--- config.mk ---
export PLATFORM = sky130hd
export DESIGN_NAME = fir_decim_engine
export DESIGN_NICKNAME = d
export VERILOG_FILES = /design/src/rtl/fir_pkg.sv /design/src/rtl/fir_coef_rom.sv /design/src/rtl/fir_decim_engine.sv
export SDC_FILE = /design/constraint.sdc
export NUM_CORES = 1
export LEC_CHECK = 0
export CAP_MARGIN = 10
export CORE_MARGIN = 2
export CORE_UTILIZATION = 39
export CTS_BUF_LIST = sky130_fd_sc_hd__clkbuf_8 sky130_fd_sc_hd__clkbuf_16
export DETAILED_ROUTE_END_ITERATION = 10
export PLACE_DENSITY = 0.55
export SYNTH_ARGS = -nofsm -noshare
export SYNTH_HDL_FRONTEND = slang
export SYNTH_SLANG_ARGS = --single-unit
--- constraint.sdc ---
create_clock -name CLOCK_50 -period 7.69 [get_ports CLOCK_50]
set_input_delay 1.538 -clock CLOCK_50 [delete_from_list [all_inputs] [get_ports CLOCK_50]]
set_output_delay 1.538 -clock CLOCK_50 [all_outputs]
set_load 0.005 [all_outputs]
--- src/rtl/fir_pkg.sv ---
// Shared constants and FSM state type for the decimating FIR engine.
package fir_pkg;

    localparam int unsigned NTAPS  = 32;
    localparam int unsigned DECIM  = 16;
    localparam int unsigned ACC_W  = 40;
    localparam int unsigned COEF_W = 16;
    localparam int unsigned SMP_W  = 16;

    typedef enum logic [2:0] {
        IDLE,
        CLEAR,
        MAC,
        DRAIN,
        WRITE,
        FINISH
    } state_t;

endpackage

--- src/rtl/fir_coef_rom.sv ---
// Coefficient ROM with synchronous read and one cycle of latency.
// Contents are c[i] = i + 1.
module fir_coef_rom
    import fir_pkg::*;
#(
    parameter int unsigned NTAPS = fir_pkg::NTAPS,
    parameter int unsigned IDX_W = (NTAPS > 1) ? $clog2(NTAPS) : 1
) (
    input  logic                     clk,
    input  logic [IDX_W-1:0]         idx,
    output logic signed [COEF_W-1:0] coef
);

    typedef logic [NTAPS-1:0][COEF_W-1:0] table_t;

    function automatic table_t build_table();
        table_t t;
        for (int j = 0; j < int'(NTAPS); j++) begin
            t[j] = COEF_W'(j + 1);
        end
        return t;
    endfunction

    localparam table_t TABLE = build_table();

    always_ff @(posedge clk) begin
        coef <= $signed(TABLE[idx]);
    end

endmodule

--- src/rtl/fir_decim_engine.sv ---
// Decimating FIR: reads samples from the sample RAM, runs an NTAPS-tap MAC per
// output and writes one ACC_W-bit result per DECIM input samples.
module fir_decim_engine
    import fir_pkg::*;
#(
    parameter int unsigned NTAPS  = fir_pkg::NTAPS,
    parameter int unsigned DECIM  = fir_pkg::DECIM,
    parameter int unsigned SMP_AW = 14,
    parameter int unsigned RES_AW = 10,
    parameter int unsigned ACC_W  = fir_pkg::ACC_W
) (
    input  logic                    CLOCK_50,
    input  logic                    RESET,
    input  logic                    START,
    input  logic [SMP_AW-1:0]       NUM_SAMPLES,
    output logic                    smp_rd_en,
    output logic [SMP_AW-1:0]       smp_rd_address,
    input  logic signed [15:0]      smp_rd_data,
    output logic                    res_wr_en,
    output logic [RES_AW-1:0]       res_wr_address,
    output logic signed [ACC_W-1:0] res_wr_data,
    output logic                    BUSY,
    output logic                    DONE
);

    localparam int unsigned TAP_W    = (NTAPS > 1) ? $clog2(NTAPS) : 1;
    localparam int unsigned NOUT_W   = RES_AW + 1;
    localparam int unsigned NOUT_MAX = 1 << RES_AW;
    localparam int unsigned PROD_W   = 2 * SMP_W;

    state_t              state_q, state_d;
    logic [NOUT_W-1:0]   nout_q, nout_d, nout_sat;
    logic [SMP_AW-1:0]   nout_raw;
    logic [RES_AW-1:0]   k_q, k_d;
    logic [SMP_AW-1:0]   n_q, n_d;
    logic [TAP_W-1:0]    i_q, i_d;
    logic                drain_q, drain_d;
    logic                last_k;

    logic [SMP_AW:0]     tap_diff;
    logic                tap_masked;
    logic [SMP_AW-1:0]   addr_hold_q;

    logic                vld1_q, zero1_q, vld2_q;
    logic signed [COEF_W-1:0] coef;
    logic signed [PROD_W-1:0] prod_d, prod_q;
    logic signed [ACC_W-1:0]  acc_q;

    fir_coef_rom #(
        .NTAPS (NTAPS),
        .IDX_W (TAP_W)
    ) u_coef_rom (
        .clk  (CLOCK_50),
        .idx  (i_q),
        .coef (coef)
    );

    // Output count, saturated so the last address never wraps.
    always_comb begin
        nout_raw = NUM_SAMPLES / SMP_AW'(DECIM);
        if (32'(nout_raw) > NOUT_MAX) begin
            nout_sat = NOUT_W'(NOUT_MAX);
        end else begin
            nout_sat = NOUT_W'(nout_raw);
        end
    end

    // A negative tap address means x[j] with j < 0: no read, feed zero.
    assign tap_diff   = {1'b0, n_q} - (SMP_AW+1)'(i_q);
    assign tap_masked = tap_diff[SMP_AW];
    assign last_k     = ({1'b0, k_q} + NOUT_W'(1)) == nout_q;

    assign smp_rd_en      = (state_q == MAC) && !tap_masked;
    assign smp_rd_address = smp_rd_en ? tap_diff[SMP_AW-1:0] : addr_hold_q;

    assign BUSY = (state_q == CLEAR) || (state_q == MAC) ||
                  (state_q == DRAIN) || (state_q == WRITE);
    assign DONE = (state_q == FINISH);

    always_comb begin
        state_d = state_q;
        nout_d  = nout_q;
        k_d     = k_q;
        n_d     = n_q;
        i_d     = i_q;
        drain_d = drain_q;
        unique case (state_q)
            IDLE: begin
                if (START) begin
                    nout_d  = nout_sat;
                    k_d     = '0;
                    n_d     = SMP_AW'(DECIM - 1);
                    state_d = CLEAR;
                end
            end
            CLEAR: begin
                i_d     = '0;
                drain_d = 1'b0;
                state_d = (nout_q == '0) ? FINISH : MAC;
            end
            MAC: begin
                i_d = i_q + TAP_W'(1);
                if (i_q == TAP_W'(NTAPS - 1)) begin
                    state_d = DRAIN;
                end
            end
            DRAIN: begin
                drain_d = 1'b1;
                if (drain_q) begin
                    state_d = WRITE;
                end
            end
            WRITE: begin
                if (last_k) begin
                    state_d = FINISH;
                end else begin
                    k_d     = k_q + RES_AW'(1);
                    n_d     = n_q + SMP_AW'(DECIM);
                    state_d = CLEAR;
                end
            end
            FINISH:  state_d = IDLE;
            default: state_d = IDLE;
        endcase
    end

    always_ff @(posedge CLOCK_50 or posedge RESET) begin
        if (RESET) begin
            state_q <= IDLE;
            nout_q  <= '0;
            k_q     <= '0;
            n_q     <= '0;
            i_q     <= '0;
            drain_q <= 1'b0;
        end else begin
            state_q <= state_d;
            nout_q  <= nout_d;
            k_q     <= k_d;
            n_q     <= n_d;
            i_q     <= i_d;
            drain_q <= drain_d;
        end
    end

    assign prod_d = smp_rd_data * coef;

    // Tap pipeline: issue -> data/coef -> product -> accumulate.
    always_ff @(posedge CLOCK_50 or posedge RESET) begin
        if (RESET) begin
            addr_hold_q <= '0;
            vld1_q      <= 1'b0;
            zero1_q     <= 1'b0;
            vld2_q      <= 1'b0;
            prod_q      <= '0;
            acc_q       <= '0;
        end else begin
            if (smp_rd_en) begin
                addr_hold_q <= tap_diff[SMP_AW-1:0];
            end
            vld1_q  <= (state_q == MAC);
            zero1_q <= tap_masked;
            vld2_q  <= vld1_q;
            if (vld1_q) begin
                prod_q <= zero1_q ? '0 : prod_d;
            end
            if (state_q == CLEAR) begin
                acc_q <= '0;
            end else if (vld2_q) begin
                acc_q <= acc_q + {{(ACC_W-PROD_W){prod_q[PROD_W-1]}}, prod_q};
            end
        end
    end

    always_ff @(posedge CLOCK_50 or posedge RESET) begin
        if (RESET) begin
            res_wr_en      <= 1'b0;
            res_wr_address <= '0;
            res_wr_data    <= '0;
        end else begin
            res_wr_en <= (state_q == WRITE);
            if (state_q == WRITE) begin
                res_wr_address <= k_q;
                res_wr_data    <= acc_q;
            end
        end
    end

endmodule

# [Yosys cells after proc, flatten, opt, wreduce, memory -nomap -nowiden]
# Memory sizes are Yosys's and may differ from the RTL's. A register that Yosys moved wholly into a read port is not among the register bits.
# Cells that the tools add are included.
[word_totals] regBits=184 latchBits=0 ramBits=0 romBits=512 output_inout_bits=68 wordCells=68 mem_count=1
[memory_table] memory="(name not given)" words=32 word_bits=16 read_ports=1 rd_clocked_by_memory_dff=1 write_ports=0 line_no="fir_coef_rom.sv:27" rtl="coef <= $signed(TABLE[idx]);"
[op_classes] add_sub_neg=6 n_mul=1 n_div=0 order_cmp=1 eq_ne=11 n_shift=0 mux=19 bitwise=0 n_reduce_logical=14
[op_table] cell="$mux 40" count=2
[op_table] cell="$mux 14" count=3
[op_table] cell="$add 40x40->40" count=1
[op_table] cell="$mul 16x16->32" count=1
[op_table] cell="$mux 32" count=1
[op_table] cell="$pmux 14 s2" count=1
[op_table] cell="$mux 10" count=2
[op_table] cell="$pmux 10 s2" count=1
[op_table] cell="$mux 3" count=5
[op_table] cell="$pmux 3 s5" count=1
[op_table] cell="$sub 14x5->15" count=1
[op_table] cell="$add 14x5->14 const B" count=1
[op_table] cell="$add 10x1->11 const B" count=1
[op_table] cell="$eq 11x11->1" count=1
[op_table] cell="$gt 10x11->1 const B" count=1
[op_table] cell="$logic_not 11->1" count=1
[op_table] cell="$mux 11" count=1
[op_table] cell="$add 10x1->10 const B" count=1
[op_table] cell="$pmux 5 s2" count=1
[op_table] cell="$reduce_bool 2->1" count=4
[op_table] cell="$eq 3x2->1 const B" count=2
[op_table] cell="$eq 3x3->1 const B" count=2
[op_table] cell="$ne 2x2->1 const B" count=3
[op_table] cell="$reduce_and 3->1" count=2
[op_table] cell="10 further kinds" count=12

# [Logic depth before layout (Yosys ltp)]
# Gate-level depths: netlist of the first run.
[depth] ltp_word=4 ltp_mapped=25 depth_no_buf=23

# [By module]
# From an unflattened synthesis of the first run, not the netlist that was laid out.
[hier_totals] hier_cells=2203 hier_area_um2=19980.4
[modules_own_cells] mod="fir_decim_engine" instances=1 cells_each=2177 area_per_inst_um2=19717.7 seq_area_each_um2=4504.3
[modules_own_cells] mod="fir_coef_rom" instances=1 cells_each=26 area_per_inst_um2=262.8 seq_area_each_um2=120.1

# [Least setup slack after synthesis of the first run]
# No wires, ideal clock.
[synth_timing] path_type="input port to flip-flop" from="input smp_rd_data[8]" to="register prod_q[24]" setup_time_ps=121 t_arrival_ps=6331 path_slack_ps=1238 stages=20 cell_sequence="and2_1 -> fa_1 -> fa_1 -> ha_1 -> fa_1 -> ha_1 -> inv_1 -> fa_1 -> inv_1 -> ha_1 -> a21o_1 -> a21o_1 -> a21oi_1 -> nor2b_1 -> a311oi_1 -> o21ai_1 -> a211o_1 -> a21oi_1 -> xnor2_1 -> a22o_1"
[synth_between] elab_chain_len=2
[synth_lines] element="start, declared" line_no="fir_decim_engine.sv:18" rtl="input logic signed [15:0] smp_rd_data,"
[synth_lines] element="$mul 16x16->32" line_no="fir_decim_engine.sv:145" rtl="assign prod_d = smp_rd_data * coef;"
[synth_lines] element="$mux 32" line_no="fir_decim_engine.sv:164" rtl="prod_q <= zero1_q ? '0 : prod_d;"
[synth_lines] element="end signal, assigned" line_no="fir_decim_engine.sv:164"
[synth_lines] element="end, declared" line_no="fir_decim_engine.sv:46" rtl="logic signed [PROD_W-1:0] prod_d, prod_q;"
# No other way between the ends.
# A chain may end at the register's enable or synchronous reset.

# [Worst setup path in the final report of the first run]
# Same ends and word-level chain as after synthesis.

==> flow_metrics.py, run 1 <==
metrics = {
    "worst_setup_path": {
        "critPathKind": "input pin to register",
        "critPathSlowestCell": "fa_1",
        "r2r-end": "prod_q[24]",
        "cp_max_fo": 6,
        "regToRegStartpoint": "u_coef_rom.coef[2]",
        "reg2reg_slack_ns": 1.78,
        "reg2reg_depth": 21,
        "startpoint_type": "input pin",
        "cp.required_ns": 8.02,
        "crit_arrival_ns": 7.20,
        "cp_slowest_stage_delay_ns": 0.55,
        "worstPathCellList": "clkdlybuf4s50_1 -> and2_1 -> fa_1 -> fa_1 -> ha_1 -> fa_1 -> ha_1 -> inv_1 -> fa_1 -> inv_1 -> ha_1 -> a21o_1 -> a21o_1 -> a21oi_1 -> nor2b_1 -> a311oi_1 -> buf_4 -> o21ai_1 -> a211o_1 -> a21oi_1 -> xnor2_1 -> a22o_1",
        "critPathMostFrequentCell": "fa_1",
        "endpoint_kind": "register",
    },
    "clock_tree": {
        "cts_buffers": 17,
        "hold_buffers": 0,
        "clkTransAtPathRegs_ns": 0.07,
        "cts.sinks": 186,
        "post_cts_buffers": 0,
        "ctsHtreeMaxLevel": 4,
        "cts_root_buffer": "clkbuf_16",
        "clockBufferDepth": 2,
        "cts_tree": "done",
        "cts-resized-gates": 0,
        "clk-insertion-delay-late_ns": 0.44,
    },
    "global_route": {
        "grt_pass1_wl_mm": 56.7,
        "antenna_found_initial": 0,
        "grt_max_degree": 70,
        "overflow": 0,
        "grt_pass1_vias": 11400,
        "track_usage_pct": 18.1,
    },
    "timing": {
        "setup_tns_ns": 0,
        "finalHoldViolations": 0,
        "fmax_mhz": 146,
        "timing.final.crit_share_pct": 89.4,
        "period_minus_slack_ns": 6.87,
        "tightest_slew_ns": 1.10,
        "skew_ns": 0.0130,
        "max_slew_margin_pct": 26.3,
        "drv_slew": 0,
        "rsz0062_at_grt": "false",
        "finalSetupViolCount": 0,
    },
    "routing": {
        "drcViolationCount": 0,
        "ant_nets": 0,
        "first_iter_violations": 502,
        "drtPass1Iterations": 6,
        "avgViaCountPerCell": 5.14,
        "post_drt_wl_per_cell_um": 15.1,
        "wirelength_mm": 32.2,
        "vias": 11000,
    },
    "logic_synthesis": {
        "synth_common_cells": "nand2_1 (230), dfrtp_1 (180), inv_1 (159)",
        "ys.warnings.count": 0,
        "synth_most_common_cell": "nand2_1",
        "yosysSeqAreaShare_pct": 32.5,
        "synth_nets": 1826,
        "synth_top_area_share_pct": 31.6,
        "syn_inst": 1581,
        "ys_ff_latch": 186,
        "ys_types": 77,
        "netlist_area_mm2": 0.0142,
        "async_reset_ff_share_pct": 96.8,
        "synth.largest_area_cell": "dfrtp_1",
        "avgSynthCellArea_um2": 9.01,
        "synthTopCellsByArea": "dfrtp_1 (32%), ha_1 (12%), fa_1 (10%)",
        "ys.flop_type": "dfrtp_1",
        "synth_edf_count": 0,
    },
    "floorplanning": {
        "die_h_um": 195,
        "die_w_um": 195,
        "dieArea_mm2": 0.0381,
        "core_mm2": 0.0363,
        "rows": 70,
        "initial_utilization_pct": 39.3,
        "io_pins": 101,
    },
    "worst_hold_path": {
        "hp-start": "res_wr_data[8]",
        "min_path_type": "register to register",
        "hold_depth": 2,
        "hold_end": "res_wr_data[8]",
    },
    "placed_design": {
        "dpl_cell_area_mm2": 0.0157,
        "io_buffers": 96,
        "dp_hpwl_mm": 24.2,
        "post-place-cells": 2100,
        "place_congestion": 0.836,
    },
    "finish": {
        "n_antenna_cell": 0,
        "num-nets-final": 1896,
        "fin_area_mm2": 0.0163,
        "layout-drive-gt1-share_pct": 4.57,
        "final_cells": 2131,
        "area_growth_pct": 14.2,
        "fin_util_pct": 44.9,
    },
    "flow_run": {
        "maxCapViolations": 0,
    },
    "outcome": {
        "status": "finished clean",
    },
    "power_and_ir_drop": {
        "peakVddDrop_mv": 0.235,
        "power_density_mw_per_mm2": 428,
        "p_leak_nw": 8.15,
        "power_mw": 6.97,
    },
}
-- critical path: cells and delay by family --
family	cells	cell delay, ns
compound gates	8	1.63
simple gates	2	0.29
buf+inv	4	0.78
xor+xnor	1	0.11
fa+ha+maj	7	2.85
-- state kept, by name (all words and copies together) (netlist names) --
signal,count
addr_hold_q,14
vld1_q,1
nout_q,10
prod_q,32
n_q,11
res_wr_address,10
res_wr_en,1
i_q,5
vld2_q,1
drain_q,1
state_q,3
zero1_q,1
res_wr_data,40
k_q,10
acc_q,40
u_coef_rom.coef,6
-- area by class of cell --
class | count | area, um2
clock buffer | 17 | 425
clock inverter | 14 | 185
fill | 3567 | 20000
inverter | 162 | 613
multi-input combinational | 1175 | 8780
sequential | 186 | 4630
tap | 468 | 586
timing repair buffer | 109 | 1060
-- metal layers --
layer | vias up | track usage [%] | share of wire (%)
met1 | 5306 | 24.3 | 48
met2 | 149 | 31.2 | 48
met5 | - | 0 | 0
met3 | 25 | 2.38 | 2.5
li1 | 5470 | - | -
met4 | 0 | 3.87 | 1.3
-- how the worst max path moves through the flow --
stage | start | endpoint | cells after the start
after floorplan | smp_rd_data[8] | prod_q[24] | 20
after global placement | smp_rd_data[8] | prod_q[24] | 22
after detailed placement | smp_rd_data[8] | prod_q[24] | 22
after CTS | smp_rd_data[8] | prod_q[24] | 22
after global routing | smp_rd_data[8] | prod_q[24] | 22
final | smp_rd_data[8] | prod_q[24] | 22
-- cell families (layout without fill, tap and decap cells) --
| kind of cell | count (synthesis) | count (layout) | share of synthesized area (%) |
|---|---|---|---|
| AO/OA/AOI/OAI | 308 | 308 | 13.8 |
| XOR/XNOR | 74 | 74 | 4.55 |
| adder cells (fa/ha/maj) | 212 | 212 | 22.4 |
| buffers and inverters | 220 | 302 | 5.97 |
| flip-flops | 186 | 186 | 32.5 |
| multiplexers | 42 | 42 | 3.07 |
| AND/OR/NAND/NOR | 539 | 539 | 17.7 |
-- stage by stage --
stage	setup WS (ns)	hold WS (ns)
floorplan	1.24	0.460
global placement	0.424	0.459
detailed placement	0.402	0.462
CTS	0.838	0.478
global route	0.412	0.496
finish	0.818	0.470
-- placed cells by master (no fill, tap or decap), types with 7 or more instances in the layout --
cell type | netlist | final
nand2_1 | 230 | 229
dfrtp_1 | 180 | 179
inv_1 | 159 | 158
ha_1 | 140 | 140
nor2_1 | 100 | 99
clkdlybuf4s50_1 | 0 | 96
and2_1 | 86 | 86
a21oi_1 | 83 | 83
o21ai_0 | 83 | 83
fa_1 | 72 | 72
xnor2_1 | 41 | 41
xor2_1 | 33 | 33
nand3_1 | 31 | 31
a21o_1 | 29 | 29
mux2i_1 | 28 | 28
a22o_1 | 22 | 22
nor3_1 | 18 | 18
clkbuf_16 | 0 | 17
and3_1 | 16 | 16
mux2_2 | 14 | 14
buf_4 | 1 | 13
nand2b_1 | 12 | 12
a211oi_1 | 9 | 9
o21a_1 | 8 | 8
nor2b_1 | 8 | 8
nand4_1 | 7 | 7
a31oi_1 | 7 | 7
-- power breakdown --
group / internal (mW) / switching (mW) / total [mW]
combinational: 1.97 / 2.36 / 4.33
sequential: 1.35 / 0.367 / 1.72
clock: 0.518 / 0.407 / 0.925
Note: power is estimated with default switching activity, not from simulation.
==> run 2: changes to the inputs <==
--- a/config.mk
+++ b/config.mk
@@ -11,6 +11,7 @@
 export CTS_BUF_LIST = sky130_fd_sc_hd__clkbuf_8 sky130_fd_sc_hd__clkbuf_16
 export DETAILED_ROUTE_END_ITERATION = 10
 export PLACE_DENSITY = 0.55
+export REMOVE_ABC_BUFFERS = 1
 export SYNTH_ARGS = -nofsm -noshare
 export SYNTH_HDL_FRONTEND = slang
 export SYNTH_SLANG_ARGS = --single-unit
==> flow_metrics.py, run 2 (same netlist as run 1, synthesis figures left out) <==
metrics = {
    "outcome": {
        "status": "finished clean",
    },
    "power_and_ir_drop": {
        "peakVddDrop_mv": 0.241,
        "power_density_mw_per_mm2": 430,
        "p_leak_nw": 8.16,
    },
    "routing": {
        "post_drt_wl_per_cell_um": 15.2,
        "first_iter_violations": 474,
        "avgViaCountPerCell": 5.16,
        "ant_nets": 0,
        "drcViolationCount": 0,
        "vias": 11000,
        "drtPass1Iterations": 5,
        "wirelength_mm": 32.5,
    },
    "timing": {
        "drv_slew": 0,
        "skew_ns": 0.0239,
        "finalHoldViolations": 0,
        "finalSetupViolCount": 0,
        "fmax_mhz": 146,
        "max_slew_margin_pct": 25.3,
        "setup_tns_ns": 0,
        "period_minus_slack_ns": 6.85,
        "holdWs_ns": 0.471,
        "timing.final.crit_share_pct": 89.1,
        "tightest_slew_ns": 1.12,
        "rsz0062_at_grt": "false",
    },
    "floorplanning": {
        "io_pins": 101,
        "die_w_um": 195,
        "dieArea_mm2": 0.0381,
        "rows": 70,
        "core_mm2": 0.0363,
        "initial_utilization_pct": 39.3,
        "die_h_um": 195,
    },
    "clock_tree": {
        "clk-insertion-delay-late_ns": 0.46,
        "cts_buffers": 17,
        "clkTransAtPathRegs_ns": 0.07,
        "hold_buffers": 0,
        "ctsHtreeMaxLevel": 4,
        "cts-resized-gates": 0,
        "cts_root_buffer": "clkbuf_16",
        "clockBufferDepth": 2,
        "post_cts_buffers": 0,
        "cts.sinks": 186,
        "cts_tree": "done",
    },
    "placed_design": {
        "io_buffers": 96,
        "place_congestion": 0.849,
        "dp_hpwl_mm": 24.2,
    },
    "worst_hold_path": {
        "min_path_type": "register to register",
    },
    "global_route": {
        "gr-usage-met3_pct": 3.09,
        "track_usage_pct": 18.2,
        "grt_pass1_vias": 11400,
        "antenna_found_initial": 0,
        "met2_usage_pct": 31.0,
        "busiest_layer": "met2",
        "grt_max_degree": 69,
        "overflow": 0,
        "met1_usage_pct": 24.0,
        "grt_pass1_wl_mm": 56.8,
    },
    "worst_setup_path": {
        "endpoint": "prod_q[24]",
        "regToRegStartpoint": "u_coef_rom.coef[2]",
        "cp_max_fo": 6,
        "startpoint": "smp_rd_data[8]",
        "reg2reg_slack_ns": 1.77,
        "critPathKind": "input pin to register",
        "cp.required_ns": 8.04,
        "r2r-end": "prod_q[24]",
        "endpoint_kind": "register",
        "startpoint_type": "input pin",
        "crit_arrival_ns": 7.20,
        "reg2reg_depth": 21,
    },
    "finish": {
        "final_common_cell": "nand2_1",
        "num-nets-final": 1898,
        "layout-drive-gt1-share_pct": 4.57,
        "fillers": 3614,
        "final_cell_mix": "nand2_1 (229), dfrtp_1 (179), inv_1 (159), ha_1 (140), nor2_1 (99)",
        "n_antenna_cell": 0,
        "area_growth_pct": 14.4,
        "largest_registers": "acc_q x40, res_wr_data x40, prod_q x32",
        "fin_util_pct": 45.0,
        "final-seq-area_mm2": 0.00463,
        "multiInputGateArea_mm2": 0.00878,
    },
    "flow_run": {
        "maxCapViolations": 0,
    },
}
-- run 2: changes by cell type in the layout (fill, tap and decap cells not counted), sizes merged --
cell | previous run | this run
inv | 164 | 161
buf | 13 | 15
clkbuf | 17 | 19
clkinv | 6 | 4
bufinv | 3 | 4
clkinvlp | 3 | 4
-- run 2: per-layer routing --
metal | routed length [um] | vias up
met5 | 0 | -
met2 | 15500 | 147
met4 | 489 | 0
met1 | 15600 | 5362
li1 | - | 5459
met3 | 884 | 33
-- run 2: through the flow --
stage | worst slack, ns | std cells | area, um2 | power (mW)
5_1_grt | 0.487 | 2132 | 16300 | 7.79
3_3_place_gp | 0.464 | 2102 | 15700 | 6.04
3_5_place_dp | 0.397 | 2102 | 15700 | 6.10
4_1_cts | 0.873 | 2132 | 16300 | 7.11
6_report | 0.841 | 2132 | 16300 | 7.00
2_1_floorplan | 1.24 | 1523 | 14000 | 4.77
-- run 2: worst min path at each step --
| stage | from | end | slack (ns) | cells past startpoint |
|---|---|---|---|---|
| floorplan | acc_q[27] | res_wr_data[27] | 0.46 | 2 |
| finish | res_wr_data[2] | res_wr_data[2] | 0.47 | 2 |
| global placement | res_wr_data[1] | res_wr_data[1] | 0.46 | 2 |
| CTS | res_wr_data[2] | res_wr_data[2] | 0.48 | 2 |
| global route | res_wr_data[24] | res_wr_data[24] | 0.50 | 2 |
| detailed placement | res_wr_data[21] | res_wr_data[21] | 0.46 | 2 |
-- run 2: critical path, stage by stage --
cell             delay, ns
clkdlybuf4s50_1       0.50
and2_1                0.23
fa_1                  0.55
fa_1                  0.41
ha_1                  0.23
fa_1                  0.48
ha_1                  0.29
inv_1                 0.05
fa_1                  0.53
inv_1                 0.04
ha_1                  0.36
a21o_1                0.22
a21o_1                0.17
a21oi_1               0.14
nor2b_1               0.06
a311oi_1              0.28
buf_4                 0.19
o21ai_1               0.14
a211o_1               0.28
a21oi_1               0.22
xnor2_1               0.09
a22o_1                0.19
-- run 2: cell type report --
class,count,share of cell area [%]
timing repair buffer,111,6.58
multi-input combinational,1175,53.9
sequential,186,28.4
clock buffer,19,2.78
tap,468,3.59
inverter,162,3.76
clock inverter,11,1.05
-- run 2: report_power, final --
| group | switching, mW | leakage, nW | total [mW] | internal [mW] |
|---|---|---|---|---|
| clock network | 0.400 | 0.295 | 0.958 | 0.558 |
| logic | 2.37 | 5.50 | 4.34 | 1.97 |
| registers | 0.355 | 2.37 | 1.71 | 1.35 |
| total | 3.12 | 8.16 | 7.00 | 3.88 |
==> run 3: changes to the inputs <==
--- a/config.mk
+++ b/config.mk
@@ -5,7 +5,9 @@
 export SDC_FILE = /design/constraint.sdc
 export NUM_CORES = 1
 export LEC_CHECK = 0
+export ABC_CLOCK_PERIOD_IN_PS = 7690
 export CAP_MARGIN = 10
+export CORE_ASPECT_RATIO = 1.5
 export CORE_MARGIN = 2
 export CORE_UTILIZATION = 39
 export CTS_BUF_LIST = sky130_fd_sc_hd__clkbuf_8 sky130_fd_sc_hd__clkbuf_16
@@ -15,3 +17,4 @@
 export SYNTH_ARGS = -nofsm -noshare
 export SYNTH_HDL_FRONTEND = slang
 export SYNTH_SLANG_ARGS = --single-unit
+export TNS_END_PERCENT = 50
==> flow_metrics.py, run 3 (same netlist as run 1, synthesis figures left out) <==
metrics = {
    "timing": {
        "rsz0062_at_grt": "false",
        "finalSetupViolCount": 0,
        "skew_ns": 0.0149,
        "timing.final.crit_share_pct": 90.6,
        "drv_slew": 0,
        "tightest_slew_ns": 1.00,
        "finalHoldViolations": 0,
        "setup_tns_ns": 0,
        "max_slew_margin_pct": 33.0,
        "fmax_mhz": 144,
        "timing.final.ws_setup_ns": 0.722,
        "period_minus_slack_ns": 6.97,
    },
    "worst_setup_path": {
        "worstPathCellList": "clkdlybuf4s50_1 -> and2_1 -> fa_1 -> fa_1 -> ha_1 -> fa_1 -> ha_1 -> inv_1 -> fa_1 -> inv_1 -> ha_1 -> a21o_1 -> a21o_1 -> a21oi_1 -> nor2b_1 -> a311oi_1 -> o21ai_1 -> a211o_1 -> a21oi_1 -> xnor2_1 -> a22o_1",
        "critPathKind": "input pin to register",
        "critPathSlowestCell": "fa_1",
        "path_buf_inv": 3,
        "crit_arrival_ns": 7.30,
        "endpoint_kind": "register",
        "cp.required_ns": 8.03,
        "startpoint_type": "input pin",
        "cp_max_fo": 6,
        "cp_slowest_stage_delay_ns": 0.57,
        "cpLargestDelayFamily": "adder cells",
        "critPathMostFrequentCell": "fa_1",
    },
    "placed_design": {
        "place_ws_ns": 0.259,
        "post-place-cells": 2111,
        "dp_hpwl_mm": 24.3,
        "place_congestion": 0.883,
        "io_buffers": 96,
    },
    "global_route": {
        "grt_pass1_wl_mm": 55.5,
        "grt_max_degree": 114,
        "gr-usage-met3_pct": 2.12,
        "track_usage_pct": 17.6,
        "met2_usage_pct": 32.6,
        "grt_pass1_vias": 11400,
        "met1_usage_pct": 21.5,
        "antenna_found_initial": 0,
        "busiest_layer": "met2",
        "overflow": 0,
    },
    "clock_tree": {
        "clkTransAtPathRegs_ns": 0.07,
        "cts.sinks": 186,
        "clk-insertion-delay-late_ns": 0.45,
        "cts-resized-gates": 0,
        "cts_root_buffer": "clkbuf_16",
        "ctsHtreeMaxLevel": 4,
        "post_cts_buffers": 0,
        "hold_buffers": 0,
        "cts_buffers": 17,
        "clockBufferDepth": 2,
        "cts_tree": "done",
    },
    "power_and_ir_drop": {
        "power_density_mw_per_mm2": 424,
        "peakVddDrop_mv": 0.213,
        "p_leak_nw": 8.16,
    },
    "routing": {
        "post_drt_wl_per_cell_um": 15.0,
        "first_iter_violations": 482,
        "drtPass1Iterations": 5,
        "avgViaCountPerCell": 5.10,
        "ant_nets": 0,
        "vias": 10900,
        "drcViolationCount": 0,
        "wirelength_mm": 32.1,
    },
    "floorplanning": {
        "rows": 85,
        "initial_utilization_pct": 39.6,
        "die_w_um": 160,
        "io_pins": 101,
        "core_mm2": 0.0359,
        "dieArea_mm2": 0.0381,
        "die_h_um": 238,
    },
    "finish": {
        "fillers": 3575,
        "area_growth_pct": 14.4,
        "num-nets-final": 1897,
        "final_cell_mix": "nand2_1 (229), dfrtp_1 (179), inv_1 (158), ha_1 (140), nor2_1 (99)",
        "largest_registers": "acc_q x40, res_wr_data x40, prod_q x32",
        "n_antenna_cell": 0,
        "final_cells": 2143,
        "final_common_cell": "nand2_1",
        "layout-drive-gt1-share_pct": 4.74,
    },
    "worst_hold_path": {
        "min_path_type": "register to register",
    },
    "flow_run": {
        "maxCapViolations": 0,
    },
    "outcome": {
        "status": "finished clean",
    },
}
## run 3: changes by cell type in the layout (fill, tap and decap cells not counted), moves of 2 or more
cell,change
clkinvlp_4,-3
inv_8,+2
clkinv_8,+4
inv_6,+4
bufinv_16,-3
clkbuf_8,-2
## run 3: cell type report
type	instances	area (um2)	share of cell area, %
Tap cell	478	598	3.67
Timing Repair Buffer	110	1070	6.54
Sequential cell	186	4630	28.4
Inverter	162	616	3.78
Clock inverter	15	180	1.11
Clock buffer	17	425	2.61
Multi-Input combinational cell	1175	8780	53.9
## run 3: path summary, 6_finish.rpt
| path | start | end | slack, ns | depth (start not counted) |
|---|---|---|---|---|
| worst min-delay path | res_wr_data[29] | res_wr_data[29] | 0.47 | 2 |
| worst max register to register | u_coef_rom.coef[2] | prod_q[24] | 1.65 | 20 |
| min in group asynchronous | RESET | res_wr_address[9] | 1.60 | 2 |
| max in group asynchronous | RESET | k_q[4] | 4.72 | 3 |
| worst max-delay path | smp_rd_data[8] | prod_q[24] | 0.72 | 21 |
| worst min register to register | res_wr_data[29] | res_wr_data[29] | 0.47 | 2 |
## run 3: metrics by stage
| stage | hold WS [ns] | instance area (um2) | power (mW) | utilization (%) |
|---|---|---|---|---|
| floorplan | 0.460 | 14000 | 4.77 | - |
| global placement | 0.457 | 15700 | 6.03 | 43.6 |
| detailed placement | 0.462 | 15700 | 6.08 | 43.6 |
| CTS | 0.480 | 16300 | 7.01 | 45.3 |
| global route | 0.496 | 16300 | 7.68 | 45.3 |
| finish | 0.473 | 16300 | 6.91 | 45.3 |
## run 3: where the power goes
part,total (mW),internal (mW),switching [mW]
sequential,1.73,1.35,0.376
clock,0.893,0.464,0.429
combinational,4.29,1.97,2.32
total,6.91,3.78,3.13
## run 3: worst min-delay path: stages, from the launching register on
cell,delay [ns]
dfrtp_1,0.34
nand2_1,0.05
nand2_1,0.05
## run 3: routing by layer
layer / up-vias / wire length, um / share of wire (%)
met3: 34 / 711 / 2.2
met1: 5299 / 14400 / 45
li1: 5463 / - / -
met4: 0 / 542 / 1.7
met2: 141 / 16500 / 51
met5: - / 0 / 0
